--- config.mk ---
export PLATFORM = sky130hd
export DESIGN_NAME = imm_gen_stage
export DESIGN_NICKNAME = d
export VERILOG_FILES = /design/src/rtl/imm_gen_stage.sv
export SDC_FILE = /design/constraint.sdc
export NUM_CORES = 1
export LEC_CHECK = 0
export BUFFER_PORTS_ARGS = -buffer_cell sky130_fd_sc_hd__clkbuf_2
export CORE_UTILIZATION = 35
export DETAILED_ROUTE_END_ITERATION = 6
export GPL_ROUTABILITY_DRIVEN = 0
export PLACE_DENSITY_LB_ADDON = 0.08
export SLEW_MARGIN = 20
export SYNTH_ARGS = -nofsm -noshare
export SYNTH_HDL_FRONTEND = slang
export SYNTH_SLANG_ARGS = --single-unit
--- constraint.sdc ---
create_clock -name clk -period 2.36 [get_ports clk]
set_input_delay 0.118 -clock clk [delete_from_list [all_inputs] [get_ports clk]]
set_output_delay 0.118 -clock clk [all_outputs]
set_load 0.01 [all_outputs]
--- src/rtl/imm_gen_stage.sv ---
// Registered immediate-generation stage: decodes the RV32/RV64 immediate, format and
// legality of one instruction per cycle behind a 2-entry skid buffer with a registered in_ready.
module imm_gen_stage #(
  parameter int          XLEN   = 32,
  parameter int          TAG_W  = 32,
  parameter int unsigned CSR_EN = 1
) (
  input  logic             clk,
  input  logic             rst_n,
  input  logic             flush,
  input  logic             in_valid,
  output logic             in_ready,
  input  logic [31:0]      in_instr,
  input  logic [TAG_W-1:0] in_tag,
  output logic             out_valid,
  input  logic             out_ready,
  output logic [XLEN-1:0]  out_imm,
  output logic [2:0]       out_fmt,
  output logic             out_illegal,
  output logic [TAG_W-1:0] out_tag
);

  localparam logic [2:0] FMT_NONE  = 3'd0;
  localparam logic [2:0] FMT_I     = 3'd1;
  localparam logic [2:0] FMT_S     = 3'd2;
  localparam logic [2:0] FMT_B     = 3'd3;
  localparam logic [2:0] FMT_U     = 3'd4;
  localparam logic [2:0] FMT_J     = 3'd5;
  localparam logic [2:0] FMT_SHAMT = 3'd6;
  localparam logic [2:0] FMT_CSRI  = 3'd7;

  typedef struct packed {
    logic [XLEN-1:0]  imm;
    logic [2:0]       fmt;
    logic             ill;
    logic [TAG_W-1:0] tag;
  } entry_t;

  logic [4:0]      opcode;
  logic [2:0]      funct3;
  logic [XLEN-1:0] imm_i, imm_s, imm_b, imm_u, imm_j;
  logic            is_shift;
  entry_t          dec;

  assign opcode   = in_instr[6:2];
  assign funct3   = in_instr[14:12];
  assign is_shift = (funct3 == 3'b001) || (funct3 == 3'b101);

  // Size casts of signed operands sign-extend from instr[31] to XLEN.
  assign imm_i = XLEN'($signed(in_instr[31:20]));
  assign imm_s = XLEN'($signed({in_instr[31:25], in_instr[11:7]}));
  assign imm_b = XLEN'($signed({in_instr[31], in_instr[7], in_instr[30:25], in_instr[11:8], 1'b0}));
  assign imm_u = XLEN'($signed({in_instr[31:12], 12'b0}));
  assign imm_j = XLEN'($signed({in_instr[31], in_instr[19:12], in_instr[20], in_instr[30:21], 1'b0}));

  always_comb begin
    dec.imm = '0;
    dec.fmt = FMT_NONE;
    dec.ill = 1'b0;
    dec.tag = in_tag;
    case (opcode)
      5'b00000, 5'b11001: begin
        dec.imm = imm_i;
        dec.fmt = FMT_I;
      end
      5'b00100: begin
        if (is_shift) begin
          dec.fmt = FMT_SHAMT;
          if (XLEN == 64) begin
            dec.imm = XLEN'(in_instr[25:20]);
          end else begin
            dec.imm = XLEN'(in_instr[24:20]);
            dec.ill = in_instr[25];
          end
        end else begin
          dec.imm = imm_i;
          dec.fmt = FMT_I;
        end
      end
      5'b00110: begin
        if (XLEN == 64) begin
          if (is_shift) begin
            dec.imm = XLEN'(in_instr[24:20]);
            dec.fmt = FMT_SHAMT;
          end else begin
            dec.imm = imm_i;
            dec.fmt = FMT_I;
          end
        end else begin
          dec.ill = 1'b1;
        end
      end
      5'b01000: begin
        dec.imm = imm_s;
        dec.fmt = FMT_S;
      end
      5'b11000: begin
        dec.imm = imm_b;
        dec.fmt = FMT_B;
      end
      5'b01101, 5'b00101: begin
        dec.imm = imm_u;
        dec.fmt = FMT_U;
      end
      5'b11011: begin
        dec.imm = imm_j;
        dec.fmt = FMT_J;
      end
      5'b11100: begin
        if (CSR_EN == 0 || funct3 == 3'b100) begin
          dec.ill = 1'b1;
        end else if (funct3[2]) begin
          dec.imm = XLEN'(in_instr[19:15]);
          dec.fmt = FMT_CSRI;
        end
      end
      5'b01100, 5'b00011: ;
      5'b01110: dec.ill = (XLEN != 64);
      default:  dec.ill = 1'b1;
    endcase
    if (in_instr[1:0] != 2'b11) begin
      dec.ill = 1'b1;
    end
    if (dec.ill) begin
      dec.imm = '0;
      dec.fmt = FMT_NONE;
    end
  end

  entry_t out_q, out_d, skid_q, skid_d;
  logic   out_valid_q, out_valid_d, skid_valid_q, skid_valid_d, in_ready_q, in_ready_d;
  logic   in_fire, out_fire;

  assign in_fire  = in_valid & in_ready_q;
  assign out_fire = out_valid_q & out_ready;

  always_comb begin
    out_d        = out_q;
    skid_d       = skid_q;
    out_valid_d  = out_valid_q;
    skid_valid_d = skid_valid_q;
    if (flush) begin
      out_valid_d  = 1'b0;
      skid_valid_d = 1'b0;
    end else if (!out_valid_q || out_fire) begin
      // Output slot frees up: skid entry is older, so it goes first.
      if (skid_valid_q) begin
        out_d        = skid_q;
        out_valid_d  = 1'b1;
        skid_valid_d = in_fire;
        if (in_fire) begin
          skid_d = dec;
        end
      end else if (in_fire) begin
        out_d       = dec;
        out_valid_d = 1'b1;
      end else begin
        out_valid_d = 1'b0;
      end
    end else if (in_fire) begin
      skid_d       = dec;
      skid_valid_d = 1'b1;
    end
    in_ready_d = !skid_valid_d;
  end

  always_ff @(posedge clk or negedge rst_n) begin
    if (!rst_n) begin
      out_q        <= '0;
      skid_q       <= '0;
      out_valid_q  <= 1'b0;
      skid_valid_q <= 1'b0;
      in_ready_q   <= 1'b1;
    end else begin
      out_q        <= out_d;
      skid_q       <= skid_d;
      out_valid_q  <= out_valid_d;
      skid_valid_q <= skid_valid_d;
      in_ready_q   <= in_ready_d;
    end
  end

  assign in_ready    = in_ready_q;
  assign out_valid   = out_valid_q;
  assign out_imm     = out_q.imm;
  assign out_fmt     = out_q.fmt;
  assign out_illegal = out_q.ill;
  assign out_tag     = out_q.tag;

endmodule
==> impl_metrics.py <==
metrics = {
    "outcome": {
        "status": "finished, final reports clean",
    },
    "sta": {
        "fin_skew_ns": 0.0149,
        "tns_ns": 0,
        "hold_viol_final": 0,
        "slew_headroom_pct": 55.4,
        "max_freq_ghz": 0.485,
        "setup_viol": 0,
        "rsz0062_at_grt": "no",
        "whs_ns": 0.0312,
        "period_needed_ns": 2.06,
        "slew_viol_final": 0,
        "tightest_slew_ns": 0.669,
        "finalCritPeriodShare_pct": 87.3,
    },
    "clock_tree": {
        "clk_pin_slew_ns": 0.06,
        "cts.path.max_buffers": 2,
        "cts_made_buffers": 17,
        "root_buffer": "clkbuf_16",
        "htreeDepth": 4,
        "cts_tree": "built",
        "clock-sinks": 139,
        "cts_setup_buffers": 0,
        "clkLatencyLatePin_ns": 0.42,
    },
    "layout": {
        "diodes": 0,
        "finish.net_count": 955,
        "syn_to_final_growth_pct": 31.1,
        "multi_input_comb_area_mm2": 0.00272,
        "seqCellArea_mm2": 0.00348,
        "nFillCells": 1766,
        "drive_gt1_share_pct": 22.9,
    },
    "routing": {
        "dr.pass1.iters": 5,
        "via_per_inst": 4.96,
        "wl_um": 17200,
        "drtIter0Drc": 273,
        "antenna_left": 0,
        "drc": 0,
        "num_vias": 5590,
        "drt-wirelength-per-cell_um": 15.3,
    },
    "hold_path": {
        "hold_class": "input port to flop",
        "holdPathStages": 3,
    },
    "pwr": {
        "swShare_pct": 27.2,
        "ir_drop_v": 0.000470,
        "p_int_uw": 5020,
        "pwr-share-clk_pct": 40.8,
        "combinationalPowerShare_pct": 15.9,
        "power.density_mw_per_mm2": 818,
        "p_seq_share_pct": 43.3,
        "total_leakage_power_uw": 0.00393,
        "power_switching_uw": 1880,
    },
    "yosys": {
        "synth-xor-area-share_pct": 0,
        "synth_top_area_share_pct": 53.7,
        "async_flop_share_pct": 100,
        "synth-edff-count": 0,
        "syn_area_mm2": 0.00643,
        "synth_area_leader_cell": "dfrtp_1",
        "synth_cell_types": 52,
        "synth_compound_area_share_pct": 16.7,
        "ys.flop_type": "dfrtp_1",
        "synth_fa_ha_area_share_pct": 0.156,
        "synthTopCellsByCount": "nand2_1 (226), dfrtp_1 (138), o21ai_0 (94), a21oi_1 (39), mux2i_1 (33)",
        "ys_seq_area_share_pct": 54.1,
        "synth.area.top_cells": "dfrtp_1 (54%), nand2_1 (13%), o21ai_0 (7.3%)",
        "avgSynthCellArea_um2": 8.96,
        "synthMuxAreaShare_pct": 5.31,
        "yosysWarnings": 0,
        "synth_top_family_by_area": "simple AND/OR/NAND/NOR gates",
        "synth_most_common_cell": "nand2_1",
        "synthCells": 718,
        "synth-seq-cells": 139,
        "yosys.area_share.simple_pct": 19.8,
        "synth_nets": 787,
    },
    "floorplan": {
        "ios": 139,
        "die_area_mm2": 0.0189,
        "rows": 49,
        "die_h_um": 138,
        "initial_core_util_pct": 35.8,
        "coreArea_mm2": 0.0180,
        "die_w_um": 138,
    },
    "global_route": {
        "grt_pass1_vias": 5305,
        "overflow": 0,
        "antenna_found_initial": 0,
        "grt_max_degree": 74,
        "grtUsageTotal_pct": 19.2,
        "grt_pass1_wl_um": 27700,
    },
    "setup_path": {
        "cp_common_cell": "nor2_1",
        "cpPeakStageDelay_ns": 0.49,
        "rr_startpoint": "out_valid",
        "reg2reg_to": "skid_q[53]",
        "crit_chain": "nor2b_1 -> nor2_1 -> or3_2 -> nor2_1 -> a221oi_1",
        "cp-endpoint": "skid_q[53]",
        "crit_required_ns": 2.61,
        "worst_setup_path_end_kind": "flop",
        "startpoint_type": "flop",
        "crit_fanout": 8,
        "crit_type": "flop to flop",
        "regToRegSetupSlack_ns": 0.30,
        "crit_start": "out_valid",
        "crit_arrival_ns": 2.31,
        "critPathTopFamily": "simple AND/OR/NAND/NOR gates",
        "worstSetupPathDepth": 5,
        "r2r_cells": 5,
        "path_buf_inv": 0,
        "cp_slowest_cell": "or3_2",
    },
    "placement": {
        "port_buffers": 138,
        "dpl.hpwl_um": 11400,
    },
    "job": {
        "drv_cap": 0,
    },
}
-- registers in the layout, indices dropped and copies added (netlist names) --
signal,count
skid_q,68
out_tag,32
skid_valid_q,1
out_imm,32
out_valid,1
out_illegal,1
out_fmt,3
in_ready,1
-- per-layer routing --
metal  vias up  wire length (µm)  share of wire [%]  GRT usage (%)
met1      2675              8360                 49           26.4
met5         -                 0                  0              0
met2       132              7970                 46           30.6
li1       2769                 -                  -              -
met3        14               751                4.4           4.23
met4         0               144               0.84           4.33
-- power groups by stage --
stage / registers [µW] / clock network (µW) / logic (µW)
after floorplan: 3070 / 0 / 501
after global placement: 3010 / 0 / 1040
after detailed placement: 3030 / 0 / 1060
after CTS: 2980 / 2890 / 1120
after global routing: 3030 / 3010 / 1260
final: 2980 / 2820 / 1100
-- how the worst min path moves through the flow --
stage                  end  slack, ns         start
6_report        skid_q[50]       0.03  in_instr[14]
5_1_grt        out_imm[24]       0.02  in_instr[24]
4_1_cts         skid_q[57]       0.01  in_instr[21]
3_5_place_dp   out_tag[12]       0.12         rst_n
3_3_place_gp   out_tag[16]       0.12         rst_n
2_1_floorplan   out_fmt[0]      -0.18         rst_n
-- metrics by stage --
step                      utilization (%)  instances  power, µW  setup slack, ns  cell area (µm²)
after floorplan                         -        718       3580            0.636             6430
after detailed placement             41.0       1052       4080            0.297             7370
after CTS                            47.0       1128       6990            0.285             8430
final                                47.0       1128       6900            0.300             8430
after global placement               41.0       1052       4050            0.360             7370
after global routing                 47.0       1128       7310            0.108             8430
-- area by class of cell --
| class | count | area share, % |
|---|---|---|
| Sequential cell | 139 | 41.3 |
| Timing Repair Buffer | 197 | 15.3 |
| Clock buffer | 18 | 5.09 |
| Tap cell | 229 | 3.40 |
| Multi-Input combinational cell | 521 | 32.2 |
| Inverter | 10 | 0.445 |
| Clock inverter | 14 | 2.30 |
-- kinds of logic (layout without fill, tap and decap cells) --
logic type / after synthesis / count (layout)
fa+ha+maj: 1 / 1
simple gates: 297 / 297
mux: 34 / 34
flops: 139 / 139
compound gates: 189 / 189
buf+inv: 58 / 239
-- placed cells by master, fill, tap and decap left out, types with 3 or more instances in the layout --
master,Yosys,final
clkbuf_16,0,17
inv_6,0,3
mux2i_1,33,33
o21ai_1,19,19
o21ai_0,94,94
a22o_1,4,4
buf_12,0,3
and2_1,3,3
nor2b_1,6,6
inv_1,10,10
a221oi_1,8,8
dfrtp_1,138,137
nor3_1,5,3
dlygate4sd3_1,0,44
o31ai_1,8,8
clkbuf_2,2,137
clkinv_2,0,3
a21oi_1,39,39
nand3_2,4,4
a21oi_2,3,3
nand2_1,226,226
and3_1,6,6
buf_4,1,12
nand2b_1,7,7
nor2_1,20,20
bufinv_16,0,4
-- what timing repair did --
| item | CTS | global route |
|---|---|---|
| hold buffers | 44 | 0 |
| hold endpoints to repair | 98 | 0 |
| resized for setup | 0 | 0 |
-- worst min-delay path, stage by stage --
cell,delay [ns]
clkbuf_2,0.14
nand2_1,0.07
a221oi_1,0.07
(Power assumes the default switching activity.)
